`config.mk`:
```
export PLATFORM = sky130hd
export DESIGN_NAME = cache_fill_fsm_flat
export DESIGN_NICKNAME = d
export VERILOG_FILES = /design/src/rtl/cache_fill_if.sv /design/src/rtl/cache_fill_fsm.sv /design/src/flat_wrapper.sv
export SDC_FILE = /design/constraint.sdc
export NUM_CORES = 1
export LEC_CHECK = 0
export ABC_AREA = 0
export CAP_MARGIN = 20
export CORE_MARGIN = 2
export CORE_UTILIZATION = 38
export DETAILED_ROUTE_END_ITERATION = 10
export GPL_TIMING_DRIVEN = 1
export PLACE_DENSITY = 0.8
export SLEW_MARGIN = 20
export SYNTH_ARGS = -nofsm -noshare
export SYNTH_HDL_FRONTEND = slang
export SYNTH_SLANG_ARGS = --single-unit
export TNS_END_PERCENT = 20
```
`constraint.sdc`:
```
create_clock -name clk -period 1.91 [get_ports clk]
set_clock_uncertainty 0.15 [all_clocks]
set_input_delay 0.382 -clock clk [delete_from_list [all_inputs] [get_ports clk]]
set_output_delay 0.382 -clock clk [all_outputs]
set_load 0.05 [all_outputs]
```
`src/rtl/cache_fill_if.sv`:
```
// rtl/cache_fill_if.sv - miss request, memory return and array-write signals of the fill controller

interface cache_fill_if #(
  parameter int ADDR_W = 16,
  parameter int DATA_W = 16,
  parameter int IDX_W  = 3
);
  logic              miss_detected;
  logic [ADDR_W-1:0] miss_address;
  logic              memory_data_valid;
  logic [DATA_W-1:0] memory_data;
  logic              fsm_busy;
  logic              mem_read_en;
  logic [ADDR_W-1:0] memory_address;
  logic              write_data_array;
  logic [IDX_W-1:0]  word_sel;
  logic              write_tag_array;

  modport master (
    output miss_detected, miss_address, memory_data_valid, memory_data,
    input  fsm_busy, mem_read_en, memory_address, write_data_array, word_sel, write_tag_array
  );

  modport slave (
    input  miss_detected, miss_address, memory_data_valid, memory_data,
    output fsm_busy, mem_read_en, memory_address, write_data_array, word_sel, write_tag_array
  );
endinterface

```
`src/rtl/cache_fill_fsm.sv`:
```
// rtl/cache_fill_fsm.sv - cache miss block-fill controller; FILL_CRITICAL_FIRST_EN enables critical-word-first order
// Issues one word read per cycle for the missed block and steers returned words into the data array.

module cache_fill_fsm #(
  parameter int WORDS  = 8,
  parameter int ADDR_W = 16,
  parameter int DATA_W = 16
) (
  input  logic       clk,
  input  logic       rst_n,
  cache_fill_if.slave bus
);
  localparam int IDX_W = $clog2(WORDS);
  localparam int CNT_W = IDX_W + 1;
  localparam int OFF_W = IDX_W + 1;
  localparam logic [CNT_W-1:0] CNT_FULL = CNT_W'(WORDS);
  localparam logic [CNT_W-1:0] CNT_LAST = CNT_W'(WORDS - 1);

  typedef enum logic [0:0] {
    S_IDLE = 1'b0,
    S_FILL = 1'b1
  } state_e;

  state_e            state_q, state_d;
  logic [ADDR_W-1:0] base_q, base_d;
  logic [CNT_W-1:0]  issue_cnt_q, issue_cnt_d;
  logic [CNT_W-1:0]  recv_cnt_q, recv_cnt_d;
`ifdef FILL_CRITICAL_FIRST_EN
  logic [IDX_W-1:0]  start_q, start_d;
`endif

  logic              in_fill;
  logic              rd_en;
  logic              accept;
  logic              last_word;
  logic [IDX_W-1:0]  issue_idx;
  logic [IDX_W-1:0]  recv_idx;

  always_ff @(posedge clk or negedge rst_n) begin
    if (!rst_n) begin
      state_q     <= S_IDLE;
      base_q      <= '0;
      issue_cnt_q <= '0;
      recv_cnt_q  <= '0;
`ifdef FILL_CRITICAL_FIRST_EN
      start_q     <= '0;
`endif
    end else begin
      state_q     <= state_d;
      base_q      <= base_d;
      issue_cnt_q <= issue_cnt_d;
      recv_cnt_q  <= recv_cnt_d;
`ifdef FILL_CRITICAL_FIRST_EN
      start_q     <= start_d;
`endif
    end
  end

  always_comb begin
    state_d     = state_q;
    base_d      = base_q;
    issue_cnt_d = issue_cnt_q;
    recv_cnt_d  = recv_cnt_q;
`ifdef FILL_CRITICAL_FIRST_EN
    start_d     = start_q;
`endif
    case (state_q)
      S_IDLE: begin
        if (bus.miss_detected) begin
          state_d     = S_FILL;
          base_d      = {bus.miss_address[ADDR_W-1:OFF_W], {OFF_W{1'b0}}};
          issue_cnt_d = '0;
          recv_cnt_d  = '0;
`ifdef FILL_CRITICAL_FIRST_EN
          start_d     = bus.miss_address[OFF_W-1:1];
`endif
        end
      end
      S_FILL: begin
        // Issue and receive counters advance independently; a miss here is ignored.
        if (rd_en)  issue_cnt_d = issue_cnt_q + 1'b1;
        if (accept) recv_cnt_d  = recv_cnt_q + 1'b1;
        if (last_word) state_d  = S_IDLE;
      end
      default: state_d = S_IDLE;
    endcase
  end

  always_comb begin
    in_fill   = (state_q == S_FILL);
    rd_en     = in_fill && (issue_cnt_q < CNT_FULL);
    accept    = in_fill && bus.memory_data_valid && (recv_cnt_q < CNT_FULL);
    last_word = accept && (recv_cnt_q == CNT_LAST);
`ifdef FILL_CRITICAL_FIRST_EN
    issue_idx = issue_cnt_q[IDX_W-1:0] + start_q;
    recv_idx  = recv_cnt_q[IDX_W-1:0] + start_q;
`else
    issue_idx = issue_cnt_q[IDX_W-1:0];
    recv_idx  = recv_cnt_q[IDX_W-1:0];
`endif

    bus.fsm_busy         = in_fill;
    bus.mem_read_en      = rd_en;
    // Base has its offset bits clear, so concatenation equals base + 2*idx with no carry.
    bus.memory_address   = rd_en ? {base_q[ADDR_W-1:OFF_W], issue_idx, 1'b0} : '0;
    bus.write_data_array = accept;
    bus.word_sel         = in_fill ? recv_idx : '0;
    bus.write_tag_array  = last_word;
  end

endmodule

```
`src/flat_wrapper.sv`:
```
// flat-port wrapper written by rule: the top's interface ports become plain ports
module cache_fill_fsm_flat 
#(
  parameter int WORDS  = 8,
  parameter int ADDR_W = 16,
  parameter int DATA_W = 16
)
  (clk, rst_n, bus_miss_detected, bus_miss_address, bus_memory_data_valid, bus_memory_data, bus_fsm_busy, bus_mem_read_en, bus_memory_address, bus_write_data_array, bus_word_sel, bus_write_tag_array);
  cache_fill_if #(.ADDR_W(ADDR_W), .DATA_W(DATA_W), .IDX_W(3)) bus_i ();
  input  logic clk;
  input  logic rst_n;
  input wire logic [$bits(bus_i.miss_detected)-1:0] bus_miss_detected;
  input wire logic [$bits(bus_i.miss_address)-1:0] bus_miss_address;
  input wire logic [$bits(bus_i.memory_data_valid)-1:0] bus_memory_data_valid;
  input wire logic [$bits(bus_i.memory_data)-1:0] bus_memory_data;
  output wire logic [$bits(bus_i.fsm_busy)-1:0] bus_fsm_busy;
  output wire logic [$bits(bus_i.mem_read_en)-1:0] bus_mem_read_en;
  output wire logic [$bits(bus_i.memory_address)-1:0] bus_memory_address;
  output wire logic [$bits(bus_i.write_data_array)-1:0] bus_write_data_array;
  output wire logic [$bits(bus_i.word_sel)-1:0] bus_word_sel;
  output wire logic [$bits(bus_i.write_tag_array)-1:0] bus_write_tag_array;
  assign bus_i.miss_detected = bus_miss_detected;
  assign bus_i.miss_address = bus_miss_address;
  assign bus_i.memory_data_valid = bus_memory_data_valid;
  assign bus_i.memory_data = bus_memory_data;
  assign bus_fsm_busy = bus_i.fsm_busy;
  assign bus_mem_read_en = bus_i.mem_read_en;
  assign bus_memory_address = bus_i.memory_address;
  assign bus_write_data_array = bus_i.write_data_array;
  assign bus_word_sel = bus_i.word_sel;
  assign bus_write_tag_array = bus_i.write_tag_array;
  cache_fill_fsm #(.WORDS(WORDS), .ADDR_W(ADDR_W), .DATA_W(DATA_W)) u_core (.clk(clk), .rst_n(rst_n), .bus(bus_i));
endmodule
```
== After elaboration in Yosys (flattened, before gate mapping) ==
Index checks and enable logic that the tools add are counted.

* Register bits: 21
* Input bits: 36
* Output and inout bits: 23
* Word-level logic and storage cells: 30

* $add $sub $neg: 2
* $lt $le $gt $ge: 2
* Equality and inequality tests: 4
* Muxes and demuxes: 10
* Bitwise gates (word level): 1
* Reductions and logical operators: 7

{| class="wikitable"
|+ Operator list
! operator !! number
|-
| $mux W16 || 1
|-
| $pmux W4 S2 || 2
|-
| $mux W4 || 3
|-
| $add A4 B1 Y4 const B || 2
|-
| $lt A4 B4 Y1 const B || 2
|-
| $ne A2 B2 Y1 const B || 3
|-
| $reduce_and A2 Y1 || 3
|-
| $eq A4 B3 Y1 const B || 1
|-
| $logic_and A1 B1 Y1 || 4
|-
| $mux W3 || 1
|-
| $mux W1 || 2
|-
| $pmux W1 S2 || 1
|-
| $not A1 Y1 || 1
|}

== Depth between registers and ports, before layout ==
* Word-level depth: 5
* Mapped depth: 5
* Mapped depth without buffers: 4

== Least setup slack after synthesis ==
OpenSTA, ideal clock, no wires.

* Path type: flip-flop to output port
* From: reg u_core.state_q, in the netlist u_core.bus.fsm_busy
* To: out bus_memory_address[10]
* Arrival time: 1.663 ns
* Slack: -0.285 ns
* Stages on the path, launching flop included: 6
* Path buffers: 3
* Cells stage by stage: dfrtp_1 buf_6 and2b_1 buf_6 buf_6 and2_1

* Cells in the longest elaborated chain, start to end: 2

{| class="wikitable"
|+ RTL lines
! item !! RTL line !! text
|-
| start: declaration || cache_fill_fsm.sv:24 || <nowiki>state_e state_q, state_d;</nowiki>
|-
| start signal: assignment || cache_fill_fsm.sv:49 || <nowiki>state_q <= state_d;</nowiki>
|-
| $logic_and A1 B1 Y1 || cache_fill_fsm.sv:91 || <nowiki>rd_en = in_fill && (issue_cnt_q < CNT_FULL);</nowiki>
|-
| via bus_mem_read_en || flat_wrapper.sv:17 || <nowiki>output wire logic [$bits(bus_i.mem_read_en)-1:0] bus_mem_read_en;</nowiki>
|-
| $mux W16 || cache_fill_fsm.sv:105 || <nowiki>bus.memory_address = rd_en ? {base_q[ADDR_W-1:OFF_W], issue_idx, 1'b0} : '0;</nowiki>
|-
| end: declaration || flat_wrapper.sv:18 || <nowiki>output wire logic [$bits(bus_i.memory_address)-1:0] bus_memory_address;</nowiki>
|}

The timed path passes the listed nets, and every way through them passes these cells.

== Final worst setup path ==
* From: reg u_core.issue_cnt_q[3]
* To: out bus_memory_address[10]

* Cells in the longest elaborated chain, start to end: 3

{| class="wikitable"
|+ RTL lines
! item !! RTL line !! text
|-
| start: declaration || cache_fill_fsm.sv:26 || <nowiki>logic [CNT_W-1:0] issue_cnt_q, issue_cnt_d;</nowiki>
|-
| start signal: assignment || cache_fill_fsm.sv:51 || <nowiki>issue_cnt_q <= issue_cnt_d;</nowiki>
|-
| $lt A4 B4 Y1 || cache_fill_fsm.sv:91 ||
|-
| $logic_and A1 B1 Y1 || cache_fill_fsm.sv:91 ||
|-
| $mux W16 || cache_fill_fsm.sv:105 ||
|}

Every way passes these cells.

==> impl_metrics.ini <==
[clocking]
root_buffer = clkbuf_4
numCtsBuffers = 3
htreeDepth = 1
clock-sinks = 21
path_clk_slew_ns = 0.12
cts_buffer_depth = 2
cts_tree = built
insertion_delay_ns = 0.32

[timing]
holdWs_ns = 0.245
worst_pin_slew_ns = 0.599
finalCritPeriodShare_pct = 101
min_period_ns = 1.93
setup_viol = 15
drv_slew = 0
rsz0062_at_grt = true
hold_viol = 0
fin_tns_setup_ns = -0.188
fmax_ghz = 0.518
slew_headroom_pct = 60.1
setup_ws_ns = -0.0221

[global_route]
grt_pass1_vias = 897
grtUsageTotal_pct = 16.0
grt_max_degree = 22
antenna_found_initial = 0
grt_pass1_wl_mm = 3.95
grt.overflow.total = 0

[logic_synthesis]
synthArstFlopShare_pct = 100
ys.flop_type = dfrtp_1
synthCells = 113
synth_edf_count = 0
synth.net_count = 151
syn_area_sq_mm = 0.00105
ys_warn_count = 0
synth-seq-cells = 21
ys_seq_area_share_pct = 50.0
ys_types = 26
syn_avg_cell_area_sq_um = 9.30

[setup_path]
worst-path-max-fanout = 9
regToRegSetupSlack_ns = 0.30
path_class = reg2out
arrival_ns = 1.40
timing.rr.end = u_core.recv_cnt_q[1]
critPathLaunchType = flop
cp_data_required_time_ns = 1.38
timing.rr.start = u_core.bus.fsm_busy
rr_worst_depth = 5
cp-end-kind = output pin

[placement]
hpwl_mm = 1.71
pre_cts_ws_ns = -0.0134
placement.cell_area_sq_mm = 0.00167
dpl.cell_count = 181
gp_congestion = 0.721
io_buffer_count = 37

[finish]
final_area_sq_mm = 0.00177
drive_above_1_share_pct = 38.0
fin_util_pct = 65.8
multi_input_area_sq_um = 493
mostFrequentLayoutCells = nand2_1, buf_12, dfrtp_1
seq_area_sq_um = 527
fin_nets = 197
area.growth.synth_to_final_pct = 68.2
final_cell_count_no_fill = 189
final_common_cell = nand2_1
diodes = 0
fill_cells = 204

[power_and_ir_drop]
p_leak_nw = 0.866
ir_worst_vdd_uv = 1050
total_power_mw = 2.71
power_density_mw_per_mm2 = 1530

[floorplanning]
die-width_microns = 56.6
rows = 19
io_pins = 59
initial_core_util_pct = 39.1
dieArea_sq_mm = 0.00320
die_h_microns = 56.6
core_sq_mm = 0.00269

[route]
first_iter_violations = 21
ant_nets = 0
vias = 908
drtPass1Iterations = 3
via_per_inst = 4.80
drcViolationCount = 0
wl_per_cell_microns = 12.8
totalWireLength_mm = 2.42

[run_status]
violations = negative setup slack
status = finished, violations left

[flow_run]
maxCapViolCount = 0

[worst_hold_path]
hp-class = in2async
-- sequential cells by signal, indices dropped and copies added, names as in the netlist --
register	cells
u_core.recv_cnt_q	4
u_core.bus.fsm_busy	1
u_core.base_q	12
u_core.issue_cnt_q	4
-- cell families (layout without fill, tap and decap cells) --
logic type / after synthesis / count (layout) / share of synthesized area, %
adders and majority gates: 2 / 2 / 2.38
AOI/OAI and AO/OA: 7 / 7 / 4.64
buffers and inverters: 9 / 54 / 6.67
other: 1 / 1 / 0.357
and+or+nand+nor: 69 / 69 / 32.3
DFF: 21 / 21 / 50.0
muxes: 2 / 2 / 2.02
xor gates and xnor gates: 2 / 2 / 1.67
-- timing repair --
action | in CTS | in global routing
resized for setup | 18 | 1
hold buffers | 0 | 0
pin swaps | 7 | 2
buffers inserted | 2 | 2
endpoints found under the setup margin | 17 | 18
-- power by group --
part / switching, mW / internal (mW) / total [mW]
Sequential: 0.152 / 0.653 / 0.806
Combinational: 0.852 / 0.826 / 1.68
Clock: 0.146 / 0.0785 / 0.225
-- synthesized netlist by cell type, types with 2 or more instances --
cell,instances,area (sq um)
nand3b_1,2,15.0
ha_1,2,25.0
nor2_1,4,15.0
buf_2,2,10.0
and2_1,15,93.8
dfrtp_1,21,526
and2_2,3,22.5
o21ai_0,2,10.0
nand2_1,40,150
xor2_1,2,17.5
buf_6,4,45.0
inv_1,2,7.51
-- critical path, cell delays in order, from the launching register on --
cell     delay, ns
dfrtp_1       0.40
and2b_1       0.24
buf_6         0.15
and2_4        0.16
buf_12        0.13
-- area by class of cell --
class                           count  share of cell area, %
Clock buffer                        3                   1.27
Clock inverter                      1                  0.283
Inverter                            2                  0.425
Multi-Input combinational cell     83                   27.9
Sequential cell                    21                   29.8
Tap cell                           31                   2.19
Timing Repair Buffer               48                   38.1
-- worst max path at each step --
stage                                   endpoint                   from  slack [ns]  cells after the start
final                     bus_memory_address[10]  u_core.issue_cnt_q[3]       -0.02                      4
after global routing      bus_memory_address[11]  u_core.issue_cnt_q[3]       -0.06                      4
after CTS                    bus_write_tag_array    u_core.bus.fsm_busy       -0.03                      4
after detailed placement     bus_write_tag_array  bus_memory_data_valid       -0.01                      4
after global placement       bus_write_tag_array  bus_memory_data_valid       0.001                      4
after floorplan           bus_memory_address[10]    u_core.bus.fsm_busy       -0.02                      5
-- routing by layer --
layer | routed length, microns | global-route usage, % | up-vias
li1 | - | - | 444
met1 | 983 | 17.6 | 434
met2 | 1260 | 28.6 | 24
met3 | 129 | 3.46 | 6
met4 | 51 | 8.16 | 0
met5 | 0 | 0 | -
No activity file was read; power rests on OpenSTA's default activity.
==> patch, RTL diff (same flow settings) <==
Build with the macro `FILL_CRITICAL_FIRST_EN` defined.
--- a/src/rtl/cache_fill_fsm.sv
+++ b/src/rtl/cache_fill_fsm.sv
@@ -1,5 +1,7 @@
 // rtl/cache_fill_fsm.sv - cache miss block-fill controller; FILL_CRITICAL_FIRST_EN enables critical-word-first order
 // Issues one word read per cycle for the missed block and steers returned words into the data array.
+
+`define FILL_CRITICAL_FIRST_EN
 
 module cache_fill_fsm #(
   parameter int WORDS  = 8,
Function: changed (a bounded check fails within 4 cycles, from zero or initial values and one cycle with rst_n low).
==> patch against the original RTL <==
  * The flow still finishes with violations (negative setup slack)
  * Power up 51%
  * Worst hold slack better by 0.025 ns
  * Cell count up 21%
  * Worst setup slack worse by 0.31 ns
  * Die area up 18%
  * Sequential cell count up 3
  * Critical path type unchanged
  * Critical path depth up 1
  * Global-route usage up 1.4 points
  * Routed wire length up 22%
  * Cell area up 20%
  * Count of clock-buffer cells in the layout unchanged
  * Area after synthesis up 19%
==> patch: results (changes against the original RTL) <==
| Metric | Value |
|---|---|
| Result of the run | finished with violations |
| Failing checks | negative setup slack |
| Clock Sinks | 24 (+14%) |
| Layout cells sized above 1 | 37.3% (-0.68 points) |
| Non-clock buffer share of cell area | 33.6% (-4.5 points) |
| Max rail drop VDD | 1320 uV (+25%) |
| Syn Nets | 178 (+18%) |
| Diode count | 0 (unchanged) |
| Largest net degree at the start of global routing | 25 (+14%) |
| I/O Buffers | 40 (+8.1%) |
| Setup bufs post-CTS | 0 (-2) |
| Filler Cell Count | 256 (+25%) |
| Sequential share of cell area | 28.4% (-1.4 points) |
| Pre-antenna DRT Iters | 4 (+1) |
| Met2 Use GR | 32.1% (+3.5 points) |
| First-pass GRT wire length | 4820 microns (+22%) |
| Post-Place Setup Slack | -0.0844 ns (-0.0710 ns) |
| Pwr dens | 1930 nW/um^2 (+26%) |
| Critical-path top delay cell | fa_2 |
| Critical path data arrival time | 1.71 ns (+0.31 ns) |
| Met1 wire length | 1180 microns (+20%) |
| Post-synthesis sequential area ratio | 47.9% (-2.1 points) |
| Multi-In Gates | 99 (+19%) |
| Area contributors post-synth | dfrtp_1, nand2_1, and2_1 |
| Number of non-clock buffers | 52 (+8.3%) |
| Post-DP HPWL | 2210 microns (+29%) |
| 1st-iter DRT viols | 39 (+86%) |
| Met3 Usage GRT | 2.10% (-1.4 points) |
| DP Area | 1970 sq um (+18%) |
| Routed length per instance | 12.9 microns (+0.79%) |
| Count of cell types in the netlist | 27 (+3.8%) |
| Met2 WL | 1590 microns (+26%) |
| # setup viols final | 17 (+2) |
| Post-Syn Area per Cell | 9.22 sq um (-0.89%) |
| Slowest stage delay, CP | 0.44 ns (+0.04 ns) |
| Delay-heaviest family, CP | adder cells |
| Vias | 1074 (+18%) |
| GR Layer Usage met1 | 19.0% (+1.4 points) |
| Cell Int Power | 2.30 mW (+47%) |
| Cts repair resizes | 29 (+11) |
| Dpl cells | 224 (+24%) |
| Vias in the first global route | 1147 (+28%) |
| Setup TNS | -1.42 ns (-1.23 ns) |
| Nets | 228 (+16%) |
| Detailed Route WL | 2960 microns (+22%) |
| LEAKAGE | 1.00 nW (+16%) |
| Area growth from synthesis to layout | 68.9% |
| Worst setup margin | -0.331 ns (-0.309 ns) |
| Total track usage | 17.4% (+1.4 points) |
| Fraction of area in multi-input gates | 31.7% (+3.8 points) |
patch: changes by cell type after synthesis, sizes merged, moves of 2 or more:
cell   delta
and2      -3
and2b     -2
dfrtp     +3
fa        +2
ha        +2
inv       +4
nand2     +8
xnor2     +3
patch: cell families after synthesis:
kind of cell	Yosys count	synth area share, %
simple gates	76	28.3
other cells	1	0.299
compound gates	9	4.69
flops	24	47.9
buf+inv	13	6.59
fa+ha+maj	6	7.19
mux	1	0.798
xor+xnor	6	4.19
patch: power groups by stage:
stage / combinational, mW / sequential, mW / clock, mW
2_1_floorplan: 1.47 / 0.940 / 0
6_report: 2.77 / 0.960 / 0.364
3_5_place_dp: 2.56 / 0.946 / 0
5_1_grt: 2.94 / 0.989 / 0.403
3_3_place_gp: 2.51 / 0.923 / 0
4_1_cts: 2.75 / 0.957 / 0.373
patch: metrics by stage:
step           total power, mW  hold slack (ns)
4_1_cts                   4.08            0.272
2_1_floorplan             2.41          -0.0636
3_5_place_dp              3.51            0.307
3_3_place_gp              3.43            0.299
6_report                  4.09            0.270
5_1_grt                   4.34            0.300
patch: worst paths after layout:
check | slack (ns) | endpoint | depth (start not counted) | start
max in group asynchronous | 1.09 | u_core.bus.fsm_busy$_DFF_PN0_ | 2 | rst_n
min | 0.27 | u_core.start_q[1]$_DFFE_PN0P_ | 2 | rst_n
min reg2reg | 0.35 | u_core.base_q[5]$_DFFE_PN0P_ | 2 | u_core.base_q[5]$_DFFE_PN0P_
max | -0.33 | bus_word_sel[1] | 5 | u_core.start_q[0]$_DFFE_PN0P_
min in group clk | 0.35 | u_core.base_q[5]$_DFFE_PN0P_ | 2 | u_core.base_q[5]$_DFFE_PN0P_
max reg2reg | 0.46 | u_core.issue_cnt_q[2]$_DFFE_PN0P_ | 6 | u_core.issue_cnt_q[0]$_DFFE_PN0P_
